[config.mk]
export PLATFORM = sky130hd
export DESIGN_NAME = llc_chan_sched
export DESIGN_NICKNAME = d
export VERILOG_FILES = /design/src/rtl/llc_chan_sched.sv
export SDC_FILE = /design/constraint.sdc
export NUM_CORES = 1
export LEC_CHECK = 0
export ABC_AREA = 1
export CAP_MARGIN = 25
export CORE_ASPECT_RATIO = 0.7
export CORE_MARGIN = 5
export CORE_UTILIZATION = 41
export CTS_CLUSTER_DIAMETER = 100
export DETAILED_ROUTE_END_ITERATION = 8
export PLACE_DENSITY_LB_ADDON = 0.1
export SETUP_SLACK_MARGIN = 0.05
export SLEW_MARGIN = 15
export SYNTH_ARGS = -nofsm -noshare
export SYNTH_HDL_FRONTEND = slang
export SYNTH_SLANG_ARGS = --single-unit
[constraint.sdc]
create_clock -name clk -period 2.8 [get_ports clk]
set_input_delay 0.56 -clock clk [delete_from_list [all_inputs] [get_ports clk]]
set_output_delay 0.56 -clock clk [all_outputs]
set_load 0.05 [all_outputs]
[src/rtl/llc_chan_sched.sv]
// llc_chan_sched: input-channel scheduler in front of the LLC datapath.
// Arbitrates L2 responses, coherence requests and DMA beats onto a single
// registered grant slot and keeps a small set-lock table so that no two
// in-flight requests target the same LLC set. DMA bursts stay contiguous.
// Optional feature: define LLC_SCHED_STATS_EN to add the 16-bit stall_cnt
// output counting cycles lost to set conflicts or a full lock table.
module llc_chan_sched #(
  parameter int SET_W  = 9,
  parameter int N_LOCK = 4,
  parameter int LOCK_W = 2
) (
  input  logic              clk,
  input  logic              rst,
  input  logic              rsp_in_valid,
  input  logic [SET_W-1:0]  rsp_in_set,
  output logic              rsp_in_ready,
  input  logic              req_in_valid,
  input  logic [SET_W-1:0]  req_in_set,
  output logic              req_in_ready,
  input  logic              dma_in_valid,
  input  logic [SET_W-1:0]  dma_in_set,
  input  logic              dma_in_last,
  output logic              dma_in_ready,
  output logic              sel_valid,
  output logic [1:0]        sel_ch,
  output logic [SET_W-1:0]  sel_set,
  output logic [LOCK_W-1:0] sel_lock_idx,
  input  logic              sel_ready,
  input  logic              done_valid,
  input  logic [LOCK_W-1:0] done_idx
`ifdef LLC_SCHED_STATS_EN
  ,
  output logic [15:0]       stall_cnt
`endif
);

  localparam logic [1:0] CH_RSP = 2'b01;
  localparam logic [1:0] CH_REQ = 2'b10;
  localparam logic [1:0] CH_DMA = 2'b11;

  localparam logic [0:0] ST_IDLE  = 1'b0;
  localparam logic [0:0] ST_BURST = 1'b1;

  // Round-robin pointer: names the channel favoured on a req/dma tie.
  localparam logic RR_REQ = 1'b0;
  localparam logic RR_DMA = 1'b1;

  logic [0:0]                   state_q, state_d;
  logic                         rr_q, rr_d;
  logic [LOCK_W-1:0]            held_idx_q, held_idx_d;
  logic [N_LOCK-1:0]            lock_vld_q, lock_vld_d;
  logic [N_LOCK-1:0][SET_W-1:0] lock_set_q, lock_set_d;

  logic              sel_valid_q, sel_valid_d;
  logic [1:0]        sel_ch_q, sel_ch_d;
  logic [SET_W-1:0]  sel_set_q, sel_set_d;
  logic [LOCK_W-1:0] sel_idx_q, sel_idx_d;

  logic              free_any;
  logic [LOCK_W-1:0] free_idx;
  logic              req_hit, dma_hit;
  logic              in_burst;
  logic              req_elig, dma_elig;
  logic              load, pick_dma;
  logic              gnt_rsp, gnt_req, gnt_dma;
  logic [LOCK_W-1:0] dma_idx;

  assign in_burst = (state_q == ST_BURST);

  // Lock table lookup: lowest free entry and set-conflict detection.
  // During a burst the held entry belongs to the DMA stream itself and is
  // excluded from the DMA conflict check.
  always_comb begin
    free_any = 1'b0;
    free_idx = '0;
    req_hit  = 1'b0;
    dma_hit  = 1'b0;
    for (int i = N_LOCK - 1; i >= 0; i--) begin
      if (!lock_vld_q[i]) begin
        free_any = 1'b1;
        free_idx = LOCK_W'(i);
      end
      if (lock_vld_q[i] && (lock_set_q[i] == req_in_set))
        req_hit = 1'b1;
      if (lock_vld_q[i] && (lock_set_q[i] == dma_in_set) &&
          !(in_burst && (LOCK_W'(i) == held_idx_q)))
        dma_hit = 1'b1;
    end
  end

  // The table is looked at before this cycle's release, so a done and a
  // grant to the same set in one cycle leaves the grant blocked.
  assign req_elig = req_in_valid & free_any & ~req_hit & ~in_burst;
  assign dma_elig = dma_in_valid & free_any & ~dma_hit;

  // Slot loads when empty or being drained; gated by reset so no ready
  // pulse escapes while rst is asserted.
  assign load     = rst & (~sel_valid_q | sel_ready);
  assign pick_dma = dma_elig & (~req_elig | (rr_q == RR_DMA));
  assign gnt_rsp  = load & rsp_in_valid;
  assign gnt_dma  = load & ~rsp_in_valid & pick_dma;
  assign gnt_req  = load & ~rsp_in_valid & req_elig & ~pick_dma;
  assign dma_idx  = in_burst ? held_idx_q : free_idx;

  assign rsp_in_ready = gnt_rsp;
  assign req_in_ready = gnt_req;
  assign dma_in_ready = gnt_dma;

  // Next state for slot, burst FSM and round-robin pointer.
  always_comb begin
    state_d     = state_q;
    rr_d        = rr_q;
    held_idx_d  = held_idx_q;
    sel_valid_d = sel_valid_q;
    sel_ch_d    = sel_ch_q;
    sel_set_d   = sel_set_q;
    sel_idx_d   = sel_idx_q;
    if (load) begin
      sel_valid_d = gnt_rsp | gnt_req | gnt_dma;
      if (gnt_rsp) begin
        sel_ch_d  = CH_RSP;
        sel_set_d = rsp_in_set;
        sel_idx_d = '0;
      end else if (gnt_req) begin
        sel_ch_d  = CH_REQ;
        sel_set_d = req_in_set;
        sel_idx_d = free_idx;
        rr_d      = RR_DMA;
      end else if (gnt_dma) begin
        sel_ch_d  = CH_DMA;
        sel_set_d = dma_in_set;
        sel_idx_d = dma_idx;
        rr_d      = RR_REQ;
        if (dma_in_last) begin
          state_d = ST_IDLE;
        end else begin
          state_d    = ST_BURST;
          held_idx_d = dma_idx;
        end
      end
    end
  end

  // Lock table update: release first so a same-cycle allocation wins.
  // Burst continuation beats reuse the held entry and leave the table alone.
  always_comb begin
    lock_vld_d = lock_vld_q;
    lock_set_d = lock_set_q;
    if (done_valid)
      lock_vld_d[done_idx] = 1'b0;
    if (gnt_req) begin
      lock_vld_d[free_idx] = 1'b1;
      lock_set_d[free_idx] = req_in_set;
    end else if (gnt_dma && !in_burst) begin
      lock_vld_d[free_idx] = 1'b1;
      lock_set_d[free_idx] = dma_in_set;
    end
  end

  // State registers; reset discards any burst or lock in progress.
  always_ff @(posedge clk or negedge rst) begin
    if (!rst) begin
      state_q     <= ST_IDLE;
      rr_q        <= RR_REQ;
      held_idx_q  <= '0;
      lock_vld_q  <= '0;
      lock_set_q  <= '0;
      sel_valid_q <= 1'b0;
      sel_ch_q    <= '0;
      sel_set_q   <= '0;
      sel_idx_q   <= '0;
    end else begin
      state_q     <= state_d;
      rr_q        <= rr_d;
      held_idx_q  <= held_idx_d;
      lock_vld_q  <= lock_vld_d;
      lock_set_q  <= lock_set_d;
      sel_valid_q <= sel_valid_d;
      sel_ch_q    <= sel_ch_d;
      sel_set_q   <= sel_set_d;
      sel_idx_q   <= sel_idx_d;
    end
  end

  assign sel_valid    = sel_valid_q;
  assign sel_ch       = sel_ch_q;
  assign sel_set      = sel_set_q;
  assign sel_lock_idx = sel_idx_q;

`ifdef LLC_SCHED_STATS_EN
  logic        stall_hit;
  logic [15:0] stall_cnt_q;

  // A req during a burst is blocked by the FSM anyway, so it only counts
  // as a lock stall while idle.
  assign stall_hit = (req_in_valid & ~in_burst & (~free_any | req_hit)) |
                     (dma_in_valid & (~free_any | dma_hit));

  // Saturating count of cycles lost to set conflicts or a full table.
  always_ff @(posedge clk or negedge rst) begin
    if (!rst)
      stall_cnt_q <= '0;
    else if (stall_hit && (stall_cnt_q != 16'hFFFF))
      stall_cnt_q <= stall_cnt_q + 16'd1;
  end

  assign stall_cnt = stall_cnt_q;
`endif

endmodule

# Yosys cells after proc, flatten, opt, wreduce, memory -nomap -nowiden

Index checks and enable logic that the tools add are counted.

Input port bits: 37
Output and inout port bits: 17
Word-level logic and storage cells: 130
Register bits after elaboration: 58

Reductions and logical operators: 32
Muxes and demuxes: 42
Magnitude comparators: 4
Eq/ne operators: 11
Bitwise gates (word level): 29

Operator list:

| operator                                                               | count |
|---|---|
| 36-bit bitwise mux                                                     | 2 |
| 9-bit equality test                                                    | 8 |
| 36-bit 2-to-1 mux                                                      | 2 |
| 9-bit 2-to-1 mux                                                       | 4 |
| 2-bit 2-to-1 mux                                                       | 11 |
| 1-bit logical AND                                                      | 19 |
| 9-bit demux with 2-bit select                                          | 1 |
| 1-bit 2-to-1 mux                                                       | 17 |
| 1-bit bitwise AND                                                      | 12 |
| 4-bit 2-to-1 mux                                                       | 3 |
| 1-bit inverter                                                         | 10 |
| 2-bit by 3-bit < comparator with 1-bit output (second input constant)  | 2 |
| 1-bit logical NOT                                                      | 5 |
| 5-bit AND reduction                                                    | 1 |
| 4-bit bitwise AND                                                      | 1 |
| 1-bit demux with 2-bit select                                          | 2 |
| 2-bit equality test (first input constant)                             | 2 |
| 2-bit by 1-bit >= comparator with 1-bit output (second input constant) | 2 |
| 4-bit inverter                                                         | 1 |
| 1-bit bitwise OR                                                       | 4 |
| 4-bit bitwise OR                                                       | 1 |
| 4-bit AND reduction                                                    | 1 |
| 2-bit nonzero test                                                     | 2 |
| 3-bit AND reduction                                                    | 1 |
| 4 further kinds                                                        | 4 |

# Longest topological paths before layout

Depth after elaboration: 16
Mapped depth: 17

# Least setup slack after synthesis

No wires, ideal clock.

Path kind: reg2reg
Start point: reg sel_valid_q (netlist: sel_valid)
End point: reg sel_set_q[8] (netlist: sel_set[8])
Path buffers: 1
Path slack: 0.146 ns
Arrival: 2.536 ns
Required time: 2.682 ns
Clock period less this slack: 2.654 ns
Library setup time: 0.118 ns
Stages on the path, launching flop included: 9
Cell sequence: dfrtp_1 > inv_1 > o21ai_0 > nor2_1 > inv_1 > clkbuf_1 > or2_2 > nand3_1 > nand2_1

Elaborated cells between the ends (all ways): 12
Those cells by class: mux: 2; bitwise: 8; reduce/logical: 2

RTL lines:

| item                                 | RTL line | text |
|---|---|---|
| from (decl)                          | 54       | `logic sel_valid_q, sel_valid_d;` |
| from (signal assigned)               | 178      | `sel_valid_q <= sel_valid_d;` |
| 1-bit inverter (*)                   | 98       | `assign load = rst & (~sel_valid_q \| sel_ready);` |
| 1-bit bitwise OR (*)                 | 98       |  |
| 1-bit bitwise AND (*)                | 98       |  |
| 1-bit bitwise AND (*)                | 100      | `assign gnt_rsp = load & rsp_in_valid;` |
| net rsp_in_ready                     | 16       | `output logic rsp_in_ready,` |
| 3-bit nonzero test (no source line)  | n/a      |  |
| 2-bit AND reduction (no source line) | n/a      |  |
| to (signal assigned)                 | 180      | `sel_set_q <= sel_set_d;` |
| to (decl)                            | 56       | `logic [SET_W-1:0] sel_set_q, sel_set_d;` |

Mark *: on every way through the listed nets, which the timed path passes. The rest lies on a longest branch.
A chain may end at the register's enable or synchronous reset.

# Worst setup path after layout

Start point: in dma_in_set[5]
End point: out req_in_ready

Cells in the longest elaborated chain, start to end: 12
Elaborated cells between the ends (all ways): 21
Those cells by class: eq/ne: 4; mux: 4; bitwise: 5; reduce/logical: 8

Ends and longest elaborated chain:

| item                           | RTL line | text |
|---|---|---|
| from (decl)                    | 21       | `input logic [SET_W-1:0] dma_in_set,` |
| 9-bit equality test            | 85       | `if (lock_vld_q[i] && (lock_set_q[i] == dma_in_set) &&` |
| 1-bit logical AND (2 in a row) | 85       |  |
| 1-bit 2-to-1 mux (3 in a row)  | 85       |  |
| 1-bit 2-to-1 mux (*)           | 85       |  |
| 1-bit inverter (*)             | 94       | `assign dma_elig = dma_in_valid & free_any & ~dma_hit;` |
| 1-bit bitwise AND (*)          | 94       |  |
| 1-bit bitwise AND (*)          | 99       | `assign pick_dma = dma_elig & (~req_elig \| (rr_q == RR_DMA));` |
| 1-bit inverter (*)             | 102      | `assign gnt_req = load & ~rsp_in_valid & req_elig & ~pick_dma;` |
| 1-bit bitwise AND (*)          | 102      |  |
| to (decl)                      | 19       | `output logic req_in_ready,` |

Every way passes the cells marked *; elsewhere a longest branch is shown, timed or not.

==> flow_metrics.env <==
export IMPL_outcome="complete, no violations"
export IMPL_fin_crit_sh=0.956
export IMPL_clk_pin_slew_ns=0.05
export IMPL_globalplace_congestion=0.968
export IMPL_h_tree_depth=3
export IMPL_finalSetupViolCount=0
export IMPL_drt_total_wl_um=14500
export IMPL_synth_top_area_frac=0.358
export IMPL_synth_cells_most_frequent="sky130_fd_sc_hd__nand2_1 (226), sky130_fd_sc_hd__nand3_1 (98), sky130_fd_sc_hd__inv_1 (61), sky130_fd_sc_hd__dfrtp_1 (58), sky130_fd_sc_hd__nor2_1 (43)"
export IMPL_dieWidth_um=129
export IMPL_io_buffer_count=53
export IMPL_netlist_top_cells_area="sky130_fd_sc_hd__dfrtp_1 (36%), sky130_fd_sc_hd__nand2_1 (21%), sky130_fd_sc_hd__nand3_1 (12%)"
export IMPL_leakage_nw=2.91
export IMPL_tritoncts_num_buffers=9
export IMPL_first_global_vias=4125
export IMPL_path_delay_family="buffers and inverters"
export IMPL_synth_avg_cell_area_um2=6.50
export IMPL_initial_core_util=0.419
export IMPL_layout_area_overhead_vs_synth_pct=37.0
export IMPL_root_buffer="sky130_fd_sc_hd__clkbuf_16"
export IMPL_drc=0
export IMPL_final_standard_cell_count_with_taps_included_and_fillers_excluded=859
export IMPL_synth_fp_nets=661
export IMPL_pwr_density_cell_mw_per_mm2=780
export IMPL_pin_count=54
export IMPL_hold_buffer_count_at_cts=0
export IMPL_placementRows=30
export IMPL_die_area_mm2=0.0120
export IMPL_drt_wirelength_per_cell_um=16.8
export IMPL_r2r_start="lock_set_q[7]"
export IMPL_layout_drive_gt1_share=0.182
export IMPL_placed_cell_area_mm2=0.00511
export IMPL_antenna_found_initial=0
export IMPL_netlist_cell_type_count=31
export IMPL_timing_critical_path_to_type="output port"
export IMPL_rsz0062_at_grt="false"
export IMPL_final_max_slew_viols=0
export IMPL_worstMarginPinSlew_ns=0.779
export IMPL_grt_start_max_net_pins=59
export IMPL_critPathLaunchType="input pin"
export IMPL_fin_nets=763
export IMPL_ys_warnings_count=0
export IMPL_grt_pass1_wl_um=22700
export IMPL_edff_count_synth=0
export IMPL_final_hold_viol_count=0
export IMPL_core_region_area_mm2=0.00968
export IMPL_finalSetupTns_ns=0
export IMPL_timing_critical_path_cells="clkdlybuf4s50_1 -> buf_6 -> o21ai_2 -> nor3_2 -> nand3_1 -> nand3_2 -> nor2_4 -> nand2_4 -> nand2_4 -> inv_4 -> buf_12"
export IMPL_die_h_um=93.2
export IMPL_yosys_area_top_type="sky130_fd_sc_hd__dfrtp_1"
export IMPL_timing_max_slew_rel_slack=0.480
export IMPL_setup_worst_path_start="dma_in_set[5]"
export IMPL_main_synth_ff_type="sky130_fd_sc_hd__dfrtp_1"
export IMPL_detailroute_via_count=4450
export IMPL_utilization=0.574
export IMPL_post_synth_instance_area_mm2=0.00406
export IMPL_grt_total_usage=0.248
export IMPL_syn_instance_count=624
export IMPL_yosysMostFrequentCell="sky130_fd_sc_hd__nand2_1"
export IMPL_worst_path_max_fanout=7
export IMPL_crit_type="input pin to output port"
export IMPL_num_fill_cells=966
export IMPL_power_ir_vdd_worst_mv=0.391
export IMPL_max_stage_delay_ns=0.41
export IMPL_worst_slack_after_detailed_placement_ns=-0.164
export IMPL_drtPass1Iterations=5
export IMPL_post_place_cells=839
export IMPL_achievable_frequency_ghz=0.374
export IMPL_maximum_number_of_buffers_from_clock_root_to_sink=2
export IMPL_synth_async_reset_ratio=1.00
export IMPL_avgViaCountPerCell=5.18
export IMPL_dpl_hpwl_um=11300
export IMPL_multi_input_comb_area_mm2=0.00232
export IMPL_ys_seq_area_frac=0.358
export IMPL_initialDrtViolationCount=350
export IMPL_final_design_area_no_fill_mm2=0.00556
export IMPL_ant_nets=0
export IMPL_drv_max_cap_violation_count=0
export IMPL_antenna_cells=0
export IMPL_worstPathArrival_ns=2.12
export IMPL_critical_path_required_ns=2.24
export IMPL_period_minus_slack_ns=2.68
export IMPL_hold_path_class="input pin to asynchronous set/reset pin"
export IMPL_globalRouteOverflowTotal=0
export IMPL_worstPathBufferInverterCount=4
export IMPL_clock_skew_final_ns=0.00503
export IMPL_number_of_synthesized_register_bits=58
export IMPL_setup_slack_ns=0.123
export IMPL_crit_top_cell="sky130_fd_sc_hd__nand2_4"
export IMPL_clk_insertion_delay_late_ns=0.33
export IMPL_seq_area_mm2=0.00145
export IMPL_clkSinkCount=58
export IMPL_clock_tree_from_tritoncts="yes"
export IMPL_cpMaxStageDelayCell="sky130_fd_sc_hd__clkdlybuf4s50_1"
==> per-stage QoR <==
stage | hold WS, ns | power, mW
after floorplan | 0.264 | 2.37
after global placement | 0.494 | 3.06
after detailed placement | 0.492 | 3.07
after CTS | 0.506 | 4.30
after global routing | 0.535 | 4.58
final | 0.496 | 4.33
==> cell type report <==
cell class | instances | share of cell area
Clock buffer | 11 | 0.0437
Multi-Input combinational cell | 473 | 0.417
Sequential cell | 58 | 0.261
Timing Repair Buffer | 116 | 0.189
Inverter | 68 | 0.0468
Tap cell | 128 | 0.0288
Clock inverter | 5 | 0.0140
==> power by group <==
part           internal [mW]  switching (mW)
clock                  0.799           0.393
sequential              1.10           0.303
combinational          0.636            1.11
==> final timing paths <==
| kind | endpoint | slack (ns) | depth (start not counted) |
|---|---|---|---|
| max | req_in_ready | 0.12 | 11 |
| min | lock_set_q[18] | 0.50 | 2 |
| max reg2reg | sel_set[1] | 0.42 | 18 |
| min reg2reg | sel_set[6] | 0.51 | 2 |
| max in group asynchronous | sel_lock_idx[0] | 1.79 | 2 |
| min in group clk | sel_set[6] | 0.51 | 2 |
==> layout by cell type, fill, tap and decap left out, types with 7 or more instances in the layout <==
cell                              netlist  layout
sky130_fd_sc_hd__nand2_1              226     224
sky130_fd_sc_hd__nand3_1               98      96
sky130_fd_sc_hd__dfrtp_1               58      58
sky130_fd_sc_hd__buf_4                  1      58
sky130_fd_sc_hd__inv_1                 61      56
sky130_fd_sc_hd__nor2_1                43      40
sky130_fd_sc_hd__clkdlybuf4s50_1        0      32
sky130_fd_sc_hd__o21ai_0               30      25
sky130_fd_sc_hd__nand4_1               17      17
sky130_fd_sc_hd__dlygate4sd2_1          0      11
sky130_fd_sc_hd__inv_2                  7      10
sky130_fd_sc_hd__or2_2                 10      10
sky130_fd_sc_hd__xnor2_1               10       9
sky130_fd_sc_hd__clkbuf_16              0       9
sky130_fd_sc_hd__xor2_1                10       7
==> kinds of logic (layout without fill, tap and decap cells) <==
kind of cell              count (synthesis)  count (layout)  share of synthesized area
and+or+nand+nor                         411             411                      0.447
buffers and inverters                    93             200                     0.0959
DFF                                      58              58                      0.358
AOI/OAI and AO/OA                        42              42                     0.0567
xor gates and xnor gates                 20              20                     0.0432
==> layer usage <==
| layer | vias to the layer above | global-route usage | part of all wire |
|---|---|---|---|
| met2 | 164 | 0.353 | 0.42 |
| met1 | 2071 | 0.378 | 0.49 |
| met4 | 0 | 0.0804 | 0.021 |
| met3 | 27 | 0.0422 | 0.069 |
| met5 | - | 0 | 0 |
| li1 | 2188 | - | - |
==> flip-flops by register name, indices dropped and copies added (netlist names) <==
name,count
lock_set_q,36
sel_set,9
lock_vld_q,4
held_idx_q,2
sel_ch,2
sel_lock_idx,2
in_burst,1
rr_q,1
sel_valid,1
==> what timing repair did <==
action | CTS | global route
resized for setup | 34 | 23
pin swaps | 10 | 8
endpoints found under the setup margin | 2 | 3
setup buffers | 3 | 1
No activity file was read; power rests on OpenSTA's default activity.
